==> src/rtl/darksoc_dbgtrace_pkg.sv <==
// darksoc_dbg_pkg: shared configuration and record type for the debug trace stage.
//   NCH  - number of monitored DEBUG channels
//   DW   - width of one DEBUG channel
//   TSW  - timestamp width
//   CHW  - channel index width, clog2(NCH)
//   dbgtrace_rec_t - one trace record {ch, data, ts, ovr}, the FIFO entry type
package darksoc_dbg_pkg;

  localparam int NCH = 4;
  localparam int DW  = 32;
  localparam int TSW = 32;
  localparam int CHW = (NCH > 1) ? $clog2(NCH) : 1;

  typedef struct packed {
    logic [CHW-1:0] ch;
    logic [DW-1:0]  data;
    logic [TSW-1:0] ts;
    logic           ovr;
  } dbgtrace_rec_t;

endpackage

==> src/rtl/darksoc_dbgtrace_if.sv <==
// darksoc_dbgtrace_if: valid/ready trace record stream.
//   TRACE_VALID - head record valid            (master -> slave)
//   TRACE_READY - consumer accepts the head     (slave -> master)
//   TRACE_CH    - channel index of the record   (master -> slave)
//   TRACE_DATA  - new channel value             (master -> slave)
//   TRACE_TS    - cycle stamp of the change     (master -> slave)
//   TRACE_OVR   - intermediate values were lost (master -> slave)
interface darksoc_dbgtrace_if;
  import darksoc_dbg_pkg::*;

  logic           TRACE_VALID;
  logic           TRACE_READY;
  logic [CHW-1:0] TRACE_CH;
  logic [DW-1:0]  TRACE_DATA;
  logic [TSW-1:0] TRACE_TS;
  logic           TRACE_OVR;

  modport master (
    output TRACE_VALID, TRACE_CH, TRACE_DATA, TRACE_TS, TRACE_OVR,
    input  TRACE_READY
  );

  modport slave (
    input  TRACE_VALID, TRACE_CH, TRACE_DATA, TRACE_TS, TRACE_OVR,
    output TRACE_READY
  );

endinterface

==> src/rtl/darksoc_dbgtrace_fifo.sv <==
// darksoc_dbgtrace_fifo: registered synchronous FIFO of dbgtrace_rec_t, no fall-through.
//   clk, rst - clock and synchronous active-high reset (pointers only)
//   push     - write rec_in (ignored when full unless a pop happens the same edge)
//   rec_in   - record to write
//   pop      - remove the head (ignored when empty)
//   rec_out  - head record, forced to zero while empty
//   valid    - FIFO holds at least one record
//   full     - FIFO holds DEPTH records
module darksoc_dbgtrace_fifo
  import darksoc_dbg_pkg::*;
#(
  parameter int DEPTH = 16
) (
  input  logic          clk,
  input  logic          rst,
  input  logic          push,
  input  dbgtrace_rec_t rec_in,
  input  logic          pop,
  output dbgtrace_rec_t rec_out,
  output logic          valid,
  output logic          full
);

  localparam int         AW   = $clog2(DEPTH);
  localparam logic [AW:0] PONE = {{AW{1'b0}}, 1'b1};

  dbgtrace_rec_t r_mem [DEPTH];
  logic [AW:0]   r_wptr;
  logic [AW:0]   r_rptr;
  logic          w_pop;
  logic          w_push;

  // Extra pointer MSB distinguishes full from empty when the indices match.
  assign valid  = (r_wptr != r_rptr);
  assign full   = (r_wptr[AW] != r_rptr[AW]) && (r_wptr[AW-1:0] == r_rptr[AW-1:0]);
  assign w_pop  = pop && valid;
  assign w_push = push && (!full || w_pop);

  // Storage is never reset; gating keeps the head at zero while empty.
  assign rec_out = valid ? r_mem[r_rptr[AW-1:0]] : '0;

  always_ff @(posedge clk) begin
    if (rst) begin
      r_wptr <= '0;
      r_rptr <= '0;
    end else begin
      if (w_push) r_wptr <= r_wptr + PONE;
      if (w_pop)  r_rptr <= r_rptr + PONE;
    end
  end

  always_ff @(posedge clk) begin
    if (w_push) r_mem[r_wptr[AW-1:0]] <= rec_in;
  end

endmodule

==> src/rtl/darksoc_dbgtrace.sv <==
// darksoc_dbgtrace: per-channel change detector and timestamped trace FIFO for the
// darksoc DEBUG bus.
//   XCLK     - core clock
//   XRES     - synchronous active-high reset
//   DEBUG    - NCH x DW monitored debug words
//   TRACE_EN - capture enable; shadows keep tracking DEBUG while low
//   trc      - trace record stream (darksoc_dbgtrace_if.master)
//   FULL     - trace FIFO full
//   DROP_CNT - saturating count of overwritten (lost) intermediate values
// Build option: define DBGTRACE_TIMESTAMP_EN to include the cycle counter and per-channel
// stamps; otherwise TRACE_TS is constant zero.
module darksoc_dbgtrace
  import darksoc_dbg_pkg::*;
#(
  parameter int DEPTH = 16
) (
  input  logic                    XCLK,
  input  logic                    XRES,
  input  logic [NCH-1:0][DW-1:0]  DEBUG,
  input  logic                    TRACE_EN,
  darksoc_dbgtrace_if.master      trc,
  output logic                    FULL,
  output logic [15:0]             DROP_CNT
);

  localparam int CNTW = $clog2(NCH + 1);

  function automatic logic [15:0] sat_add16(input logic [15:0] a, input logic [CNTW-1:0] b);
    logic [16:0] s;
    s = {1'b0, a} + 17'(b);
    return s[16] ? 16'hFFFF : s[15:0];
  endfunction

  logic                   r_primed;
  logic [NCH-1:0][DW-1:0] r_shadow;
  logic [NCH-1:0][DW-1:0] r_pval;
  logic [NCH-1:0]         r_pend;
  logic [NCH-1:0]         r_povr;
  logic [15:0]            r_drop;
`ifdef DBGTRACE_TIMESTAMP_EN
  logic [TSW-1:0]           r_cnt;
  logic [NCH-1:0][TSW-1:0]  r_pts;
`endif

  logic [NCH-1:0] w_chg;
  logic [NCH-1:0] w_drain;
  logic [NCH-1:0] w_ovf;
  logic [CNTW-1:0] w_ovf_n;
  logic [CHW-1:0] w_sel;
  logic           w_any;
  logic           w_push;
  logic           w_pop;
  logic           w_valid;
  logic           w_full;
  dbgtrace_rec_t  w_rec;
  dbgtrace_rec_t  w_head;

  // Fixed priority: scanning downwards leaves the lowest pending index selected.
  always_comb begin
    w_sel = '0;
    w_any = 1'b0;
    for (int i = NCH - 1; i >= 0; i--) begin
      if (r_pend[i]) begin
        w_sel = CHW'(i);
        w_any = 1'b1;
      end
    end
  end

  assign w_pop  = w_valid && trc.TRACE_READY;
  assign w_push = w_any && (!w_full || w_pop);

  always_comb begin
    w_chg   = '0;
    w_drain = '0;
    w_ovf   = '0;
    w_ovf_n = '0;
    for (int i = 0; i < NCH; i++) begin
      w_chg[i]   = r_primed && TRACE_EN && (DEBUG[i] != r_shadow[i]);
      w_drain[i] = w_push && (w_sel == CHW'(i));
      // Overrun only when the pending value is not leaving this very cycle.
      w_ovf[i]   = w_chg[i] && r_pend[i] && !w_drain[i];
      w_ovf_n    = w_ovf_n + CNTW'(w_ovf[i]);
    end
  end

  always_comb begin
    w_rec      = '0;
    w_rec.ch   = w_sel;
    w_rec.data = r_pval[w_sel];
`ifdef DBGTRACE_TIMESTAMP_EN
    w_rec.ts   = r_pts[w_sel];
`endif
    w_rec.ovr  = r_povr[w_sel];
  end

  // Data-path registers: shadows always follow DEBUG, pending values load on change.
  always_ff @(posedge XCLK) begin
    r_shadow <= DEBUG;
    for (int i = 0; i < NCH; i++) begin
      if (w_chg[i]) begin
        r_pval[i] <= DEBUG[i];
`ifdef DBGTRACE_TIMESTAMP_EN
        r_pts[i]  <= r_cnt;
`endif
      end
    end
  end

  // Control: priming, pending/overrun flags and drop counter.
  always_ff @(posedge XCLK) begin
    if (XRES) begin
      r_primed <= 1'b0;
      r_pend   <= '0;
      r_povr   <= '0;
      r_drop   <= '0;
    end else begin
      r_primed <= 1'b1;
      r_drop   <= sat_add16(r_drop, w_ovf_n);
      for (int i = 0; i < NCH; i++) begin
        if (w_chg[i]) begin
          r_pend[i] <= 1'b1;
          r_povr[i] <= w_ovf[i];
        end else if (w_drain[i]) begin
          r_pend[i] <= 1'b0;
          r_povr[i] <= 1'b0;
        end
      end
    end
  end

`ifdef DBGTRACE_TIMESTAMP_EN
  always_ff @(posedge XCLK) begin
    if (XRES) r_cnt <= '0;
    else      r_cnt <= r_cnt + TSW'(1);
  end
`endif

  // Record stage: one arbitrated record per cycle into the registered FIFO.
  darksoc_dbgtrace_fifo #(.DEPTH(DEPTH)) u_fifo (
    .clk     (XCLK),
    .rst     (XRES),
    .push    (w_push),
    .rec_in  (w_rec),
    .pop     (w_pop),
    .rec_out (w_head),
    .valid   (w_valid),
    .full    (w_full)
  );

  assign trc.TRACE_VALID = w_valid;
  assign trc.TRACE_CH    = w_head.ch;
  assign trc.TRACE_DATA  = w_head.data;
  assign trc.TRACE_TS    = w_head.ts;
  assign trc.TRACE_OVR   = w_head.ovr;
  assign FULL            = w_full;
  assign DROP_CNT        = r_drop;

endmodule

==> src/flat_wrapper.sv <==
// flat-port wrapper written by rule: the top's interface ports become plain ports
module darksoc_dbgtrace_flat import darksoc_dbg_pkg::*;
#(
  parameter int DEPTH = 16
)
  (XCLK, XRES, DEBUG, TRACE_EN, FULL, DROP_CNT, trc_TRACE_VALID, trc_TRACE_CH, trc_TRACE_DATA, trc_TRACE_TS, trc_TRACE_OVR, trc_TRACE_READY);
  darksoc_dbgtrace_if trc_i ();
  input  logic XCLK;
  input  logic XRES;
  input  logic [NCH-1:0][DW-1:0] DEBUG;
  input  logic TRACE_EN;
  output logic FULL;
  output logic [15:0] DROP_CNT;
  output wire logic [$bits(trc_i.TRACE_VALID)-1:0] trc_TRACE_VALID;
  output wire logic [$bits(trc_i.TRACE_CH)-1:0] trc_TRACE_CH;
  output wire logic [$bits(trc_i.TRACE_DATA)-1:0] trc_TRACE_DATA;
  output wire logic [$bits(trc_i.TRACE_TS)-1:0] trc_TRACE_TS;
  output wire logic [$bits(trc_i.TRACE_OVR)-1:0] trc_TRACE_OVR;
  input wire logic [$bits(trc_i.TRACE_READY)-1:0] trc_TRACE_READY;
  assign trc_TRACE_VALID = trc_i.TRACE_VALID;
  assign trc_TRACE_CH = trc_i.TRACE_CH;
  assign trc_TRACE_DATA = trc_i.TRACE_DATA;
  assign trc_TRACE_TS = trc_i.TRACE_TS;
  assign trc_TRACE_OVR = trc_i.TRACE_OVR;
  assign trc_i.TRACE_READY = trc_TRACE_READY;
  darksoc_dbgtrace #(.DEPTH(DEPTH)) u_core (.XCLK(XCLK), .XRES(XRES), .DEBUG(DEBUG), .TRACE_EN(TRACE_EN), .trc(trc_i), .FULL(FULL), .DROP_CNT(DROP_CNT));
endmodule
==> config.mk <==
export PLATFORM = sky130hd
export DESIGN_NAME = darksoc_dbgtrace_flat
export DESIGN_NICKNAME = d
export VERILOG_FILES = /design/src/rtl/darksoc_dbgtrace_pkg.sv /design/src/rtl/darksoc_dbgtrace_if.sv /design/src/rtl/darksoc_dbgtrace_fifo.sv /design/src/rtl/darksoc_dbgtrace.sv /design/src/flat_wrapper.sv
export SDC_FILE = /design/constraint.sdc
export NUM_CORES = 1
export LEC_CHECK = 0
export BUFFER_PORTS_ARGS = -buffer_cell sky130_fd_sc_hd__buf_2
export CORE_ASPECT_RATIO = 1.25
export CORE_MARGIN = 5
export CORE_UTILIZATION = 60
export DETAILED_ROUTE_END_ITERATION = 16
export PLACE_DENSITY = 0.86
export SLEW_MARGIN = 20
export SYNTH_ARGS = -nofsm -noshare
export SYNTH_HDL_FRONTEND = slang
export SYNTH_SLANG_ARGS = --single-unit
==> constraint.sdc <==
create_clock -name XCLK -period 7 [get_ports XCLK]
set_clock_uncertainty 0.2 [all_clocks]
set_input_delay 0.35 -clock XCLK [delete_from_list [all_inputs] [get_ports XCLK]]
set_output_delay 0.35 -clock XCLK [all_outputs]
set_load 0.005 [all_outputs]
==> results.json <==
{
  "post_cts_buffers": 0,
  "first_pass_iters": 6,
  "area_growth_pct": 17.4,
  "tightest_slew_ns": 1.10,
  "critPathMaxFanout": 13,
  "fmax_mhz": 175,
  "port_buffers": 184,
  "fin_util": 0.714,
  "worstSetupEndpointType": "flip-flop",
  "synthSimpleGateAreaFrac": 0.0324,
  "antenna_left": 0,
  "hold_viol": 0,
  "core_um2": 52800,
  "grt.met3_usage": 0.0639,
  "synth_compound_area_frac": 0.0213,
  "synthAdderAreaFrac": 0.00514,
  "cts_root_buffer": "clkbuf_16",
  "synthMuxAreaShare": 0.135,
  "synth_top_area_share": 0.643,
  "hold_path_class": "input port to flip-flop",
  "power_mw": 11.8,
  "wl_per_cell_um": 33.3,
  "hpwl_um": 46200,
  "criticalPathCategory": "input port to flip-flop",
  "num-nets-final": 2163,
  "synth_warnings": 0,
  "fp-row-count": 94,
  "htreeDepth": 3,
  "setup_violations": 0,
  "final_layout_size_suffix_gt1_frac": 0.270,
  "synth_xor_area_frac": 0.0401,
  "max-slew-margin-rel": 0.268,
  "cts_sinks": 855,
  "avgViaCountPerCell": 6.71,
  "cts_tree": "done",
  "final_max_slew_viol_count": 0,
  "cp_slowest_cell": "nor4_1",
  "peakVddDrop_v": 0.000264,
  "route.detailed.drc": 0,
  "cp_data_arrival_time_ns": 6.02,
  "max-clock-path-buffers": 3,
  "rsz0062_at_grt": "false",
  "drv_cap": 0,
  "busiest_layer": "met2",
  "p_leak_nw": 12.9,
  "clk_pin_slew_ns": 0.06,
  "path_common_cell": "inv_1",
  "grt_usage": 0.316,
  "synth_top_family_by_area": "multiplexers",
  "synthTopCellsByArea": "edfxtp_1, mux4_2, dfxtp_1",
  "stdcell_area_um2": 37700,
  "antenna_found_initial": 5,
  "die_y_um": 269,
  "drtIter0Drc": 2703,
  "seq_area_frac_synth": 0.747,
  "met2_usage": 0.537,
  "die_x_um": 217,
  "grt_pass1_wl_um": 133000,
  "syn_area_per_cell_um2": 19.7,
  "critical_path.top_delay_family": "simple AND/OR/NAND/NOR gates",
  "worstPathRequired_ns": 7.31,
  "synth_edf_count": 688,
  "post-route-min-period_ns": 5.71,
  "grt_max_degree": 66,
  "vias": 18500,
  "power.density_nw_per_um2": 312,
  "crit_path_max_incr_delay_ns": 0.77,
  "grt-ovfl-total": 0,
  "synth_cell_types": 45,
  "critical_path_buf_inv_count": 5,
  "synth_top_area_cell": "edfxtp_1",
  "path_cells": "dlygate4sd3_1 > buf_2 > xor2_1 > nor4_1 > nand4_1 > o31ai_1 > nor2_1 > ha_1 > inv_1 > fa_1 > inv_1 > ha_1 > inv_1 > fa_1 > nor2b_1 > o21ai_0 > or4_1 > and4_1 > nor3_1",
  "grtUsageMet1": 0.383,
  "initial_core_util": 0.609,
  "routabilityCongestion": 0.913,
  "status": "completed",
  "cp-start-kind": "input port",
  "dieArea_um2": 58300,
  "ios": 217,
  "stdcell_count": 2753,
  "clock_latency_ns": 0.61,
  "numCtsBuffers": 74,
  "synthFlopType": "edfxtp_1",
  "dp.cells": 2486,
  "async_flop_share": 0,
  "syn_inst": 1633,
  "setup_tns_ns": 0,
  "place_area_um2": 34100,
  "synth-seq-cells": 855,
  "routed_wl_um": 91700,
  "period_share": 0.816,
  "grt_pass1_vias": 19400,
  "synthesis.area_um2": 32100
}
## metrics by stage
step | hold slack, ns | setup WS (ns)
6_report | 0.0682 | 1.29
3_5_place_dp | 0.274 | 1.34
2_1_floorplan | 0.178 | 1.81
3_3_place_gp | 0.255 | 1.53
5_1_grt | 0.0982 | 1.12
4_1_cts | 0.0430 | 1.39
## per-layer routing
layer  vias to the layer above  part of all wire
met4                         6             0.073
met1                      9267              0.32
met3                       358              0.10
li1                       7205                 -
met5                         -           0.00043
met2                      1647              0.51
## kinds of logic (layout without fill, tap and decap cells)
logic type	count (synthesis)	count (layout)
adders and majority gates	12	12
AOI/OAI and AO/OA	112	112
buffers and inverters	115	530
muxes	214	214
xor gates and xnor gates	147	147
DFF	855	855
other	1	34
and+or+nand+nor	177	177
## sequential cells by signal, summed over array words and instances, names as in the netlist, named ones only
signal / flops
u_core.u_fifo.r_rptr: 5
u_core.r_primed: 1
u_core.r_pend: 4
u_core.r_pval: 128
u_core.r_shadow: 128
u_core.u_fifo.r_wptr: 5
u_core.DROP_CNT: 16
u_core.r_povr: 4
u_core.u_fifo.r_mem: 560
## what timing repair did
| item | CTS | global route |
|---|---|---|
| hold endpoints to repair | 256 | 0 |
| setup endpoints to repair | 0 | 0 |
| hold buffers | 128 | 0 |
| gates resized for setup | 0 | 0 |
## Yosys cell counts (7+ instances only)
master	n
edfxtp_1	688
mux4_2	175
dfxtp_1	167
xor2_1	75
xnor2_1	72
nor2b_1	44
o21ai_0	43
buf_4	42
mux2i_1	38
clkbuf_1	35
a22oi_1	33
nor4_1	22
nand4_1	21
a21oi_1	20
nor2_1	19
inv_1	17
and3_1	15
buf_2	15
nand2_1	12
nand3_1	12
ha_1	10
nor3_1	7
## final timing paths
path                       startpoint                  end  slack (ns)  cells after the start
setup / recovery            DEBUG[28]  u_core.DROP_CNT[11]        1.29                     19
hold / removal                   XRES  u_core.DROP_CNT[12]        0.07                      3
setup reg to reg  u_core.r_shadow[28]  u_core.DROP_CNT[11]        1.41                     17
hold reg to reg      u_core.r_povr[2]     u_core.r_povr[2]        0.31                      2
## worst min-delay path, delay by kind of cell
| family | cells | cell delay [ns] |
|---|---|---|
| buffers and inverters | 2 | 0.33 |
| and+or+nand+nor | 1 | 0.14 |
## area by class of cell
class / count / area [µm²]
clock buffer: 100 / 2090
inverter: 17 / 63.8
sequential: 855 / 24000
tap: 672 / 841
timing repair buffer: 377 / 2720
clock inverter: 36 / 264
fill: 2683 / 15100
antenna: 2 / 5.00
multi-input combinational: 694 / 7730
## power breakdown
part,total [mW],internal [mW],leakage [nW],switching [mW]
clock network,4.08,2.22,1.17,1.86
registers,5.88,5.75,7.66,0.130
logic,1.79,0.851,4.05,0.944
## layout by cell type (no fill, tap or decap), drive strengths merged, types with 2 or more instances in the layout
master       instances
edfxtp             688
buf                249
mux4               175
dfxtp              167
dlygate4sd3        128
clkbuf             100
xor2                75
xnor2               72
nor2b               44
o21ai               43
mux2i               38
a22oi               33
conb                32
clkinv              27
nor4                22
inv                 22
nand4               21
a21oi               20
nor2                19
and3                15
nand2               12
nand3               12
ha                  10
nor3                 7
and2                 5
and4                 4
or4                  4
nor3b                4
o211ai               3
o21a                 3
a31oi                3
nand3b               3
bufinv               3
diode                2
o31ai                2
nand2b               2
nor4b                2
fa                   2
Note: power is estimated with default switching activity, not from simulation.
